===== config.mk =====
export PLATFORM = sky130hd
export DESIGN_NAME = lcd_win_ctrl
export DESIGN_NICKNAME = d
export VERILOG_FILES = /design/src/rtl/lcd_win_ctrl.sv
export SDC_FILE = /design/constraint.sdc
export NUM_CORES = 1
export LEC_CHECK = 0
export CORE_MARGIN = 1.5
export CORE_UTILIZATION = 60
export DETAILED_ROUTE_END_ITERATION = 12
export PLACE_DENSITY = 0.77
export SYNTH_ARGS = -nofsm -noshare
export SYNTH_HDL_FRONTEND = slang
export SYNTH_SLANG_ARGS = --single-unit

===== constraint.sdc =====
create_clock -name clk -period 6.4 [get_ports clk]
set_input_delay 0.96 -clock clk [delete_from_list [all_inputs] [get_ports clk]]
set_output_delay 0.96 -clock clk [all_outputs]
set_load 0.1 [all_outputs]

===== src/rtl/lcd_win_ctrl.sv =====
// LCD window controller: buffers an IMG_W x IMG_H image and streams a movable,
// mirrorable WIN_W x WIN_H window of it in raster order.
module lcd_win_ctrl #(
  parameter int unsigned DATA_W = 8,
  parameter int unsigned IMG_W  = 8,
  parameter int unsigned IMG_H  = 8,
  parameter int unsigned WIN_W  = 3,
  parameter int unsigned WIN_H  = 3
) (
  input  logic              clk,
  input  logic              reset,
  input  logic [DATA_W-1:0] datain,
  input  logic [2:0]        cmd,
  input  logic              cmd_valid,
  output logic [DATA_W-1:0] dataout,
  output logic              output_valid,
  output logic              busy
);

  localparam int unsigned N  = IMG_W * IMG_H;
  localparam int unsigned M  = WIN_W * WIN_H;
  localparam int unsigned AW = $clog2(N);
  localparam int unsigned CW = $clog2(N + 1);
  localparam int unsigned XW = $clog2(IMG_W);
  localparam int unsigned YW = $clog2(IMG_H);

  localparam logic [XW-1:0] OX0   = XW'((IMG_W - WIN_W) / 2);
  localparam logic [YW-1:0] OY0   = YW'((IMG_H - WIN_H) / 2);
  localparam logic [XW-1:0] OXMAX = XW'(IMG_W - WIN_W);
  localparam logic [YW-1:0] OYMAX = YW'(IMG_H - WIN_H);
  localparam logic [XW-1:0] WW1   = XW'(WIN_W - 1);
  localparam logic [YW-1:0] WH1   = YW'(WIN_H - 1);
  localparam logic [CW-1:0] CNT_N = CW'(N);
  localparam logic [CW-1:0] CNT_M = CW'(M);

  localparam logic [1:0] IDLE = 2'd0;
  localparam logic [1:0] LOAD = 2'd1;
  localparam logic [1:0] MOVE = 2'd2;
  localparam logic [1:0] OUT  = 2'd3;

  localparam logic [2:0] C_REFLASH = 3'd0;
  localparam logic [2:0] C_LOAD    = 3'd1;
  localparam logic [2:0] C_RIGHT   = 3'd2;
  localparam logic [2:0] C_LEFT    = 3'd3;
  localparam logic [2:0] C_UP      = 3'd4;
  localparam logic [2:0] C_DOWN    = 3'd5;
  localparam logic [2:0] C_MIRX    = 3'd6;
  localparam logic [2:0] C_MIRY    = 3'd7;

  logic [DATA_W-1:0] img [N];

  logic [1:0]    state;
  logic [2:0]    cmd_q;
  logic [CW-1:0] cnt;
  logic [XW-1:0] ox, bc, col_off, col;
  logic [YW-1:0] oy, br, row_off, row;
  logic          mirx, miry;
  logic [AW-1:0] rd_addr;

  // Window coordinates are always inside the image, so no clamping is needed here.
  always_comb begin
    col_off = mirx ? (WW1 - bc) : bc;
    row_off = miry ? (WH1 - br) : br;
    col     = ox + col_off;
    row     = oy + row_off;
    rd_addr = AW'(row * IMG_W + col);
  end

  always_ff @(posedge clk) begin
    if (state == LOAD && cnt < CNT_N)
      img[AW'(cnt)] <= datain;
  end

  always_ff @(posedge clk or posedge reset) begin
    if (reset) begin
      state        <= IDLE;
      cmd_q        <= '0;
      cnt          <= '0;
      bc           <= '0;
      br           <= '0;
      ox           <= OX0;
      oy           <= OY0;
      mirx         <= 1'b0;
      miry         <= 1'b0;
      dataout      <= '0;
      output_valid <= 1'b0;
      busy         <= 1'b0;
    end else begin
      case (state)
        IDLE: begin
          if (cmd_valid && !busy) begin
            busy  <= 1'b1;
            cmd_q <= cmd;
            cnt   <= '0;
            bc    <= '0;
            br    <= '0;
            if (cmd == C_LOAD)         state <= LOAD;
            else if (cmd == C_REFLASH) state <= OUT;
            else                       state <= MOVE;
          end
        end
        LOAD: begin
          // One extra cycle after the last sample re-centres before streaming.
          if (cnt == CNT_N) begin
            cnt   <= '0;
            ox    <= OX0;
            oy    <= OY0;
            mirx  <= 1'b0;
            miry  <= 1'b0;
            state <= OUT;
          end else begin
            cnt <= cnt + 1'b1;
          end
        end
        MOVE: begin
          case (cmd_q)
            C_RIGHT: if (ox < OXMAX) ox <= ox + 1'b1;
            C_LEFT:  if (ox != '0)   ox <= ox - 1'b1;
            C_DOWN:  if (oy < OYMAX) oy <= oy + 1'b1;
            C_UP:    if (oy != '0)   oy <= oy - 1'b1;
            C_MIRX:  mirx <= ~mirx;
            C_MIRY:  miry <= ~miry;
            default: ;
          endcase
          state <= OUT;
        end
        OUT: begin
          if (cnt == CNT_M) begin
            output_valid <= 1'b0;
            busy         <= 1'b0;
            state        <= IDLE;
          end else begin
            dataout      <= img[rd_addr];
            output_valid <= 1'b1;
            cnt          <= cnt + 1'b1;
            if (bc == WW1) begin
              bc <= '0;
              br <= br + 1'b1;
            end else begin
              bc <= bc + 1'b1;
            end
          end
        end
        default: state <= IDLE;
      endcase
    end
  end

endmodule

==> results of run 1 <==
-- cell usage after synthesis, types with 2 or more instances --
library cell  instances  area (sq um)
nand3b_1              4          30.0
and2_1                2          12.5
xor2_1                5          43.8
mux2_2                5          56.3
a31oi_1              19           119
xnor2_1               3          26.3
nand2b_1              3          18.8
fa_1                  4          80.1
nor2_1               79           297
xnor3_1               3          67.6
nand4_1              16           100
buf_6                 2          22.5
nand3_1              54           270
dfrtp_1              34           851
a21oi_1               6          30.0
dfstp_2               2          52.6
o211ai_1              2          15.0
a32oi_1               4          35.0
buf_2                23           115
nor2b_1               6          37.5
ha_1                 14           175
a22o_1                5          43.8
nor3b_1               3          22.5
edfxtp_1            512         15400
clkbuf_1             39           146
or3_1                 3          18.8
or3b_2                4          35.0
mux2i_1               7          70.1
and3_1                6          37.5
o21ai_0              18          90.1
nand2_1             147           552
mux4_2              128          2880
a22oi_1               4          30.0
nor3_1                3          15.0
inv_1                15          56.3
a21o_1                4          30.0
-- cell families after synthesis --
logic type	share of synthesized area (%)
AO/OA/AOI/OAI	2.26
flip-flops	73.9
AND/OR/NAND/NOR	6.81
multiplexers	13.7
XOR/XNOR	0.625
buffers and inverters	1.55
adder cells (fa/ha/maj)	1.16
-- metrics by stage --
| step | util (%) | hold WS [ns] |
|---|---|---|
| after floorplan | - | 0.498 |
| after global placement | 63.1 | 0.520 |
| after detailed placement | 63.1 | 0.527 |
| after CTS | 67.9 | 0.540 |
| after global routing | 67.9 | 0.556 |
| final | 67.9 | 0.537 |
-- sequential cells by signal, indices dropped and copies added, names as in the netlist --
register / count
cnt: 7
ox: 3
br: 3
bc: 3
cmd_q: 3
img: 512
miry: 1
output_valid: 1
state: 2
mirx: 1
dataout: 8
oy: 3
busy: 1
-- worst paths after layout --
check,cells past startpoint,endpoint,start,slack (ns)
max in group asynchronous,3,oy[1],reset,5.20
worst min register to register,2,dataout[5],dataout[5],0.54
worst min-delay path,2,dataout[5],dataout[5],0.54
min in group asynchronous,3,oy[2],reset,0.83
worst max register to register,11,dataout[2],bc[0],2.45
worst max-delay path,11,dataout[2],bc[0],2.45
-- worst min-delay path: cells and delay by family, from the launching register on --
kind,cells,cell delay (ns)
flops,1,0.38
simple gates,2,0.12
-- area by class of cell --
type | instances | area (sq um) | area share, %
inverter | 15 | 56.3 | 0.232
clock buffer | 65 | 1410 | 5.82
tap | 461 | 577 | 2.37
sequential | 548 | 16300 | 67.0
multi-input combinational | 576 | 5430 | 22.3
timing repair buffer | 31 | 275 | 1.13
clock inverter | 31 | 282 | 1.16
-- power breakdown --
part	switching [mW]	internal [mW]	total, mW
Sequential	0	3.92	3.92
Combinational	0.0575	0.00522	0.0627
Clock	1.29	1.77	3.06
-- routing by layer --
layer  global-route usage, %  share of wire [%]  wire length, um  vias up
met1                    36.2                 39            18200     5821
met3                    4.27                8.7             4110       75
met4                    7.03                2.2             1030        0
met5                       0                  0                0        -
met2                    42.5                 50            23700      563
li1                        -                  -                -     4802
==> metrics.cfg, run 1 <==
[timing]
fin_ws_ns = 2.45
slew-limit-headroom_pct = 17.6
fin_tns_setup_ns = 0
finClkSkew_ns = 0.0162
rsz0062_at_grt = false
final.period_utilization_pct = 61.8
setup_viol = 0
fmax_ghz = 0.253
worstMarginPinSlew_ns = 1.24
hold_viol_final = 0
finalCriticalPeriod_ns = 3.95
maxSlewViolCount = 0

[synth]
ys_warn_count = 0
postSynthCellCount = 1203
synthDistinctLibCells = 51
synth-edff-count = 512
syn_avg_cell_area_sq_um = 18.3
ys.flop_type = edfxtp_1
synth_area_sq_um = 22000
yosys_register_bits = 548
synth_nets = 1235
synthArstFlopShare_pct = 6.57
synth-seq-area-share_pct = 73.9

[cts]
htree_levels = 2
cts_hold_buf = 0
ctsRootBufferMaster = clkbuf_16
clk_pin_slew_ns = 0.07
cts_buffers = 53
cts.repair.resized = 0
cts_tree = yes
cts_setup_buffers = 0
clock-sinks = 548
clock_latency_ns = 0.58
cts_max_path_buffers = 3

[placed_design]
hpwl_um = 27800
placedInstanceArea_sq_um = 22600
dpl_worst_slack_ns = 2.43
place_congestion = 0.797
io_buffers = 23
post-place-cells = 1631

[worst_setup_path]
path_delay_family = adder cells
critical_path.max_fanout = 39
crit_path_max_incr_delay_ns = 1.23
criticalPathCategory = reg2reg
cp_num_buf_inv = 2
end_kind = register
cp_data_arrival_time_ns = 4.42
cp.required_ns = 6.86
cp_slowest_cell = fa_4
worstPathCellList = inv_1 > ha_1 > nand2_1 > o21ai_0 > fa_4 > buf_4 > mux4_2 > mux2_2 > a22oi_1 > a31o_2 > nand3_1
crit_path_start_kind = register

[finish]
mostFrequentLayoutCell = edfxtp_1
drive_gt1_share_pct = 19.4
area_growth_pct = 10.4
fillers = 2224
fin_cells = 1727
antenna_cells = 0
final_cell_mix = edfxtp_1, nand2_1, mux4_2, nor2_1, clkbuf_16
final_nets = 1257
fin_area_sq_um = 24300

[route]
wl_per_cell_um = 27.3
first_pass_iters = 6
routed_wl_um = 47100
final_antenna_net_count = 0
drt_iter0_drc = 1321
remaining_drc_errors = 0
routed_via_density = 6.52
via_count = 11300

[global_route]
grt_pass1_vias = 11500
grt_max_degree = 65
grt_pass1_wl_um = 71600
antenna_found_initial = 0
grt.overflow.total = 0
grt_use_total_pct = 25.7

[power_and_ir_drop]
power.total_mw = 7.04
peakVddDrop_mv = 0.273
power-per-cell-area_nw_per_um2 = 289
leakage_nw = 8.04

[die]
die-width_um = 195
die_area_sq_um = 37900
row_count = 69
coreArea_sq_um = 35800
io-pin-count = 24
die_height_um = 195
initial_core_util_pct = 61.4

[run_status]
outcome = finished clean

[flow_run]
maxCapViolCount = 0

[worst_hold_path]
hp-class = reg2reg

No activity file was read; power rests on OpenSTA's default activity.
==> inputs of run 2 (changes only) <==
Clock period 6.4 ns to 4.1 ns, I/O delays scaled along.
==> metrics.cfg, run 2 (synthesis gave the netlist of run 1 again) <==
[run_status]
outcome = finished clean  ; unchanged

[timing]
setup_viol = 0  ; unchanged
finClkSkew_ns = 0.0259  ; was 0.0162 ns
fin_ws_ns = 0.370  ; was 2.45 ns
maxSlewViolCount = 0  ; unchanged
rsz0062_at_grt = false  ; unchanged
finalCriticalPeriod_ns = 3.73  ; was 3.95 ns
fmax_ghz = 0.268  ; was 0.253 GHz
final.period_utilization_pct = 91.0  ; was 61.8%
fin_tns_setup_ns = 0  ; unchanged
worstMarginPinSlew_ns = 1.30  ; was 1.24 ns
hold_viol_final = 0  ; unchanged
slew-limit-headroom_pct = 13.6  ; was 17.6%

[global_route]
grt_pass1_vias = 11300  ; was 11500
grt_use_total_pct = 26.2  ; was 25.7%
grt_pass1_wl_um = 72600  ; was 71600 um
grt.overflow.total = 0  ; unchanged
antenna_found_initial = 0  ; unchanged
grt_max_degree = 65  ; unchanged

[die]
row_count = 69  ; unchanged
coreArea_sq_um = 35800  ; unchanged
die_area_sq_um = 37900  ; unchanged
die_height_um = 195  ; unchanged
die-width_um = 195  ; unchanged
io-pin-count = 24  ; unchanged
initial_core_util_pct = 61.4  ; unchanged

[route]
final_antenna_net_count = 0  ; unchanged
routed_via_density = 6.50  ; was 6.52
via_count = 11300  ; about the same
routed_wl_um = 47700  ; was 47100 um
drt_iter0_drc = 1315  ; was 1321
wl_per_cell_um = 27.4  ; was 27.3 um
remaining_drc_errors = 0  ; unchanged
first_pass_iters = 5  ; was 6

[flow_run]
maxCapViolCount = 0  ; unchanged

[finish]
mostFrequentLayoutCell = edfxtp_1  ; unchanged
antenna_cells = 0  ; unchanged
drive_gt1_share_pct = 19.2  ; was 19.4%
largest_reg_flops = 512  ; unchanged
final_nets = 1273  ; was 1257
top_regs = img (512), dataout (8), cnt (7)  ; unchanged
area_growth_pct = 10.7  ; was 10.4%
final_cell_mix = edfxtp_1, nand2_1, mux4_2, nor2_1, nand3_1  ; was edfxtp_1, nand2_1, mux4_2, nor2_1, clkbuf_16
largest_register = img  ; unchanged

[worst_setup_path]
criticalPathCategory = reg2reg  ; unchanged
cp.required_ns = 4.62  ; was 6.86 ns
r2r-end = dataout[5]  ; was dataout[2]
r2r_slack_ns = 0.37  ; was 2.45 ns
cp_data_arrival_time_ns = 4.25  ; was 4.42 ns
critical_path.max_fanout = 36  ; was 39
end_kind = register  ; unchanged
r2r_start = bc[0]  ; unchanged
r2r_cells = 12  ; was 11
crit_path_start_kind = register  ; unchanged

[cts]
clock-sinks = 548  ; unchanged
cts_tree = yes  ; unchanged
cts_buffers = 53  ; unchanged
cts_setup_buffers = 0  ; unchanged
ctsRootBufferMaster = clkbuf_16  ; unchanged
cts_hold_buf = 0  ; unchanged
clock_latency_ns = 0.59  ; was 0.58 ns
clk_pin_slew_ns = 0.06  ; was 0.07 ns
htree_levels = 2  ; unchanged
cts.repair.resized = 0  ; unchanged
cts_max_path_buffers = 3  ; unchanged

[placed_design]
hpwl_um = 28800  ; was 27800 um
dpl_worst_slack_ns = 0.480  ; was 2.43 ns
place_congestion = 0.934  ; was 0.797
io_buffers = 23  ; unchanged

[power_and_ir_drop]
leakage_nw = 8.08  ; was 8.04 nW
peakVddDrop_mv = 0.402  ; was 0.273 mV
power-per-cell-area_nw_per_um2 = 444  ; was 289 nW/um^2

[worst_hold_path]
hp-class = in2async  ; was reg2reg

-- run 2: how the worst max path moves through the flow --
stage / startpoint / end / slack [ns] / cells after the start
finish: bc[0] / dataout[5] / 0.37 / 12
global route: bc[0] / dataout[5] / 0.17 / 12
CTS: bc[0] / dataout[5] / 0.45 / 12
detailed placement: bc[0] / dataout[5] / 0.48 / 12
global placement: bc[0] / dataout[5] / 0.58 / 12
floorplan: bc[0] / dataout[3] / 1.16 / 12
-- run 2: critical path: stages, from the launching register on --
cell and delay, ns:
dfrtp_1 0.45, inv_1 0.09, ha_1 0.29, nand2_1 0.06, o21ai_0 0.11, fa_4 0.45, xnor2_1 0.24, xnor3_2 0.68
buf_4 0.48, nand2_1 0.09, a31oi_1 0.27, nand4_1 0.25, nand3_1 0.15
-- run 2: per-layer routing --
| layer | wire length, um | global-route usage [%] | part of all wire [%] |
|---|---|---|---|
| met2 | 23500 | 41.6 | 49 |
| met5 | 0 | 0 | 0 |
| met4 | 1260 | 7.84 | 2.6 |
| met1 | 18800 | 37.2 | 39 |
| met3 | 4080 | 5.66 | 8.6 |
-- run 2: power breakdown --
group	internal, mW	total (mW)	switching, mW
combinational	0.00942	0.102	0.0925
sequential	6.12	6.12	0
clock	2.61	4.59	1.98
total	8.73	10.8	2.07
-- run 2: stage by stage --
stage               utilization [%]  instance area, sq um  hold WS, ns  std cells  total power [mW]
floorplan                         -                 22000        0.498       1203              6.24
finish                         68.0                 24400        0.453       1742              10.8
detailed placement             63.5                 22800        0.531       1647              6.34
global placement               63.5                 22800        0.525       1647              6.33
global route                   68.0                 24400        0.493       1742              11.1
CTS                            68.0                 24400        0.457       1742              10.9
-- run 2: layout make-up --
type / instances / area, sq um
flip-flops and latches: 548 / 16300
multi-input cells: 576 / 5420
inverters: 15 / 56.3
fillers: 2167 / 11500
clock buffers: 71 / 1420
well taps: 461 / 577
clock inverters: 24 / 188
repair buffers: 47 / 420
==> inputs of run 3 (changes only) <==
Settings changed: ABC_AREA from default to 1, PLACE_DENSITY 0.77 to 0.76, SLEW_MARGIN from default to 5.
==> metrics.cfg, run 3 <==
[global_route]
grt.overflow.total = 0  ; unchanged
grt_pass1_vias = 15800  ; was 11300
antenna_found_initial = 0  ; unchanged
use_met1_pct = 41.9  ; was 37.2%
grt_pass1_wl_um = 91000  ; was 72600 um
grt_use_total_pct = 30.9  ; was 26.2%
grt_max_degree = 138  ; was 65
busiest_layer = met2  ; unchanged
grt_use_met2_pct = 49.4  ; was 41.6%
grt_use_met3_pct = 6.03  ; was 5.66%

[route]
drt_iter0_drc = 2048  ; was 1315
first_pass_iters = 8  ; was 5
wl_per_cell_um = 22.0  ; was 27.4 um
routed_via_density = 6.00  ; was 6.50
final_antenna_net_count = 0  ; unchanged
routed_wl_um = 59700  ; was 47700 um
via_count = 16300  ; was 11300
remaining_drc_errors = 0  ; unchanged

[timing]
maxSlewViolCount = 0  ; unchanged
finalCriticalPeriod_ns = 3.60  ; was 3.73 ns
rsz0062_at_grt = false  ; unchanged
slew-limit-headroom_pct = 23.5  ; was 13.6%
finClkSkew_ns = 0.0229  ; was 0.0259 ns
worstMarginPinSlew_ns = 1.15  ; was 1.30 ns
fmax_ghz = 0.278  ; was 0.268 GHz
final.period_utilization_pct = 87.7  ; was 91.0%
setup_viol = 0  ; unchanged
fin_tns_setup_ns = 0  ; unchanged
hold_viol_final = 0  ; unchanged

[finish]
largest_reg_flops = 512  ; unchanged
area_growth_pct = 11.8  ; was 10.7%
mostFrequentLayoutCell = nand2_1  ; was edfxtp_1
top_regs = img (512), dataout (8), cnt (7)  ; unchanged
drive_gt1_share_pct = 8.24  ; was 19.2%
final_cell_mix = nand2_1, edfxtp_1, nand3_1, nor2_1, buf_4  ; was edfxtp_1, nand2_1, mux4_2, nor2_1, nand3_1
antenna_cells = 0  ; unchanged
final_nets = 2198  ; was 1273
largest_register = img  ; unchanged

[die]
initial_core_util_pct = 61.3  ; was 61.4%
coreArea_sq_um = 37800  ; was 35800 sq um
die_height_um = 200  ; was 195 um
die_area_sq_um = 39900  ; was 37900 sq um
die-width_um = 200  ; was 195 um
io-pin-count = 24  ; unchanged
row_count = 71  ; was 69

[synth]
synthDistinctLibCells = 34  ; was 51
postSynthCellCount = 2121  ; was 1203
synth-seq-area-share_pct = 70.1  ; was 73.9%
synth_area_sq_um = 23200  ; was 22000 sq um
yosys_register_bits = 548  ; unchanged
synth.top_cells.by_count = nand2_1, edfxtp_1, nand3_1  ; was edfxtp_1, nand2_1, mux4_2
synthArstFlopShare_pct = 6.57  ; unchanged
yosysMostFrequentCell = nand2_1  ; was edfxtp_1
synth_area_leader_cell = edfxtp_1  ; unchanged
synth_nets = 2153  ; was 1235
ys.flop_type = edfxtp_1  ; unchanged
synthTopCellsByArea = edfxtp_1, nand2_1, nand3_1  ; was edfxtp_1, mux4_2, dfrtp_1
synth-edff-count = 512  ; unchanged
synth.top_cell.area_share_pct = 66.2  ; was 69.8%
ys_warn_count = 0  ; unchanged
syn_avg_cell_area_sq_um = 10.9  ; was 18.3 sq um

[worst_setup_path]
cp_num_buf_inv = 2  ; unchanged
worstPathCellList = inv_1 > ha_1 > nand2_1 > o21ai_0 > fa_4 > buf_4 > nand3_1 > nand2_1 > nand3_1 > nand3_1 > nand3_1 > nand3_1 > nand2_1 > nand2_1 > nand2_1  ; was inv_1 > ha_1 > nand2_1 > o21ai_0 > fa_4 > xnor2_1 > xnor3_2 > buf_4 > nand2_1 > a31oi_1 > nand4_1 > nand3_1
crit_path_max_incr_delay_ns = 0.83  ; was 0.68 ns
startpoint = bc[0]  ; unchanged
end_kind = register  ; unchanged
crit_path_end = dataout[0]  ; was dataout[5]
cp_slowest_cell = fa_4  ; was xnor3_2
path_delay_family = simple AND/OR/NAND/NOR gates  ; was XOR/XNOR gates
path_depth = 15  ; was 12
r2r-end = dataout[0]  ; was dataout[5]
r2r_start = bc[0]  ; unchanged
criticalPathCategory = reg2reg  ; unchanged
cp_data_arrival_time_ns = 4.09  ; was 4.25 ns
r2r_slack_ns = 0.50  ; was 0.37 ns
r2r_cells = 15  ; was 12
critical_path.max_fanout = 56  ; was 36
cp.required_ns = 4.59  ; was 4.62 ns
crit_path_start_kind = register  ; unchanged

[cts]
cts_setup_buffers = 0  ; unchanged
clk_pin_slew_ns = 0.06  ; about the same
clock_latency_ns = 0.60  ; was 0.59 ns
clock-sinks = 548  ; unchanged
cts_hold_buf = 0  ; unchanged
cts_max_path_buffers = 3  ; unchanged
ctsRootBufferMaster = clkbuf_16  ; unchanged
cts_tree = yes  ; unchanged
cts_buffers = 54  ; was 53
htree_levels = 2  ; unchanged
cts.repair.resized = 0  ; unchanged

[placed_design]
io_buffers = 23  ; unchanged
place_congestion = 0.991  ; was 0.934
hpwl_um = 36100  ; was 28800 um

[worst_hold_path]
hp-class = in2async  ; unchanged

[run_status]
outcome = finished clean  ; unchanged

[flow_run]
maxCapViolCount = 0  ; unchanged

run 3: cell types whose count changed in the layout (fill, tap and decap cells not counted), moves of 8 or more:
| cell | before | now |
|---|---|---|
| nand2_1 | 147 | 816 |
| nand3_1 | 54 | 420 |
| mux4_2 | 128 | 0 |
| buf_4 | 20 | 73 |
| inv_1 | 15 | 39 |
| a31oi_1 | 19 | 2 |
| nand4_1 | 16 | 8 |
run 3: cell families (layout without fill, tap and decap cells):
kind of cell / Yosys count / count (layout) / share of synthesized area (%)
AO/OA/AOI/OAI: 40 / 40 / 0.938
XOR/XNOR: 10 / 10 / 0.410
adder cells (fa/ha/maj): 18 / 18 / 1.10
buffers and inverters: 159 / 246 / 3.04
flip-flops: 548 / 548 / 70.1
multiplexers: 1 / 1 / 0.0431
AND/OR/NAND/NOR: 1345 / 1345 / 24.3
run 3: layout make-up:
type                       instances  area (sq um)
sequential                       548         16300
fill                            2765         11900
multi-input combinational       1414          6240
clock buffer                      78          1560
timing repair buffer             102           858
tap                              511           639
inverter                          46           180
clock inverter                    20           173
run 3: routing by layer:
layer	vias to the layer above	wire length, um	part of all wire [%]
li1	7399	-	-
met1	7808	22600	38
met2	968	28300	47
met3	140	6610	11
met4	0	2210	3.7
met5	-	0	0
run 3: worst min-delay path by stage:
stage,startpoint,end,slack (ns),depth (start not counted)
final,reset,state[0],0.47,3
after global routing,reset,state[0],0.55,3
after CTS,reset,dataout[0],0.47,3
after detailed placement,output_valid,output_valid,0.51,2
after global placement,br[1],br[1],0.52,2
after floorplan,oy[2],oy[2],0.50,2
run 3: worst min-delay path, cell delays in order:
cell	delay (ns)
clkdlybuf4s50_1	0.41
inv_1	0.06
buf_4	0.43
run 3: through the flow:
step / cell area [sq um] / worst slack, ns / std cells / hold WS, ns / utilization, %
floorplan: 23200 / 1.55 / 2121 / 0.496 / -
global placement: 24200 / 0.623 / 2621 / 0.522 / 63.9
detailed placement: 24200 / 0.589 / 2621 / 0.508 / 63.9
CTS: 25900 / 0.590 / 2719 / 0.471 / 68.5
global route: 25900 / 0.352 / 2719 / 0.549 / 68.5
finish: 25900 / 0.504 / 2719 / 0.474 / 68.5
Power of run 3 is left out: the tool's default activity adds up to more than one toggle a clock period on the data nets, which glitch-free logic cannot reach.
==> edit (flow settings as in run 2) <==
Register the output `dataout` once more, with the module's reset; this adds one clock of latency there. The other outputs are not delayed to match.
--- a/src/rtl/lcd_win_ctrl.sv
+++ b/src/rtl/lcd_win_ctrl.sv
@@ -47,6 +47,8 @@
   localparam logic [2:0] C_MIRX    = 3'd6;
   localparam logic [2:0] C_MIRY    = 3'd7;
 
+  logic [DATA_W-1:0] dataout_s0;
+
   logic [DATA_W-1:0] img [N];
 
   logic [1:0]    state;
@@ -82,7 +84,7 @@
       oy           <= OY0;
       mirx         <= 1'b0;
       miry         <= 1'b0;
-      dataout      <= '0;
+      dataout_s0   <= '0;
       output_valid <= 1'b0;
       busy         <= 1'b0;
     end else begin
@@ -130,7 +132,7 @@
             busy         <= 1'b0;
             state        <= IDLE;
           end else begin
-            dataout      <= img[rd_addr];
+            dataout_s0   <= img[rd_addr];
             output_valid <= 1'b1;
             cnt          <= cnt + 1'b1;
             if (bc == WW1) begin
@@ -146,4 +148,12 @@
     end
   end
 
+  always_ff @(posedge clk or posedge reset) begin
+    if (reset) begin
+      dataout <= '0;
+    end else begin
+      dataout <= dataout_s0;
+    end
+  end
+
 endmodule
Behaviour: same outputs for any inputs over 4 cycles, from zero or initial values and one cycle with reset high; that may be too few to reach the edited logic, so the function may still have changed.
==> edit against run 2 <==
  * Sequential share of layout area barely moved
  * Area after synthesis grew 0.74%
  * Design area grew 1.2%
  * Worst setup slack worse by 0.031 ns
  * Sequential cell count up 8
  * Wire length shrank 1.8%
  * Power increased by 2.6%
  * First-iteration DRC count decreased by 11%
  * Critical path type unchanged
==> edit: results (changes against run 2) <==
routing:
  drt_iter0_markers: 1169  # -11%
  vias_per_cell: 6.58  # +1.2%
  wl_per_cell_um: 28.1  # +2.5%
  drt-total-wl_um: 46800  # -1.8%
yosys:
  ys_seq_area_frac: 0.743  # +0.00356
  syn_area_per_cell_sq_um: 19.9  # +8.9%
  syn-num-nets: 1145  # -7.3%
  synth_common_cells: "512 x edfxtp_1, 134 x mux4_2, 96 x nor2_1"
  synth_enable_flop_cells: 512  # unchanged
  synthDistinctLibCells: 50  # -2.0%
  synth.area.top_cells: "edfxtp_1 69%, mux4_2 14%, dfrtp_1 4.7%"
  yosysWarnings: 0  # unchanged
setup_path:
  reg2reg_depth: 10  # -2
  endpoint: "dataout_s0[3]"
  crit_arrival_ns: 4.21  # -0.04 ns
  rrSetupSlack_ns: 0.34  # -0.03 ns
  path_max_fanout: 26  # -28%
pwr:
  leakage_nw: 7.82  # -3.2%
  ir_drop_v: 0.000345  # -14%
placement:
  hpwlAfterDp_um: 28000  # -2.7%
  pre_cts_slack_ns: 0.360  # -0.119 ns
  placed_cell_area_sq_mm: 0.0230  # +0.96%
  placed_cells: 1572  # -4.6%
  gp_congestion: 0.841  # -9.9%
cts:
  clk_latency_ns: 0.60
  max-clock-path-buffers: 3  # unchanged
  numCtsBuffers: 54  # +1.9%
  htreeDepth: 2  # unchanged
cells_and_area:
  multi_input_area_share: 0.219  # -0.00336
  clk_share: 0.0684  # +0.00226
  reg.largest.list: "img: 512 flops, dataout: 8 flops, dataout_s0: 8 flops"
  nets: 1192  # -6.4%
  num-nonclk-inverters: 19  # +4
  sh_seq_area: 0.668  # about the same
  drive_gt1_frac: 0.225  # +0.0330
  fillers: 2248  # +3.7%
  n_all_buffers: 42  # -11%
  nClkBuffers: 77  # +8.5%
  multi_input_cells: 487  # -15%
  ff_latch_area_sq_mm: 0.0165  # +1.2%
  finish.utilization: 0.675  # -0.00488
  nonClkBufAreaFrac: 0.0176  # +0.000302
grt:
  gr-usage-all-layers: 0.256  # -0.00645
  grt_pass1_wl_um: 70500  # -2.8%
  grt_pass1_vias: 11000  # -3.1%
timing:
  post-route-min-period_ns: 3.76  # +0.0313 ns
  clock_skew_ns: 0.0228  # -0.00313 ns
  hold_slack_ns: 0.429  # -0.0244 ns
  slew_headroom: 0.152  # +0.0164
min_path:
  min_path_type: "reg2reg"
run_status:
  status: "completed"
edit: layer usage:
layer,vias up,track usage,part of all wire
met5,-,0,0
li1,4605,-,-
met3,109,0.0530,0.084
met1,5717,0.367,0.40
met4,0,0.0772,0.027
met2,542,0.403,0.49
edit: critical path, stage by stage (launching register included):
cell and delay, ns:
dfrtp_1 0.46, inv_1 0.07, ha_1 0.29, nand2_1 0.06, o21ai_0 0.11, fa_4 0.90, buf_4 0.39, mux4_2 0.40
mux2_2 0.31, o221ai_1 0.44, o22ai_1 0.14
edit: kinds of logic (layout without fill, tap and decap cells):
group,count (synthesis),count (layout),share of synthesized area
adders and majority gates,18,18,0.0115
muxes,192,192,0.164
and+or+nand+nor,185,185,0.0370
DFF,556,556,0.743
xor gates and xnor gates,10,10,0.00519
buffers and inverters,70,157,0.0146
AOI/OAI and AO/OA,82,82,0.0248
edit: power breakdown:
group	leakage, nW	internal (W)	switching (W)
sequential	5.19	0.00619	0
combinational	1.82	0.00000885	0.0000931
clock	0.816	0.00274	0.00205
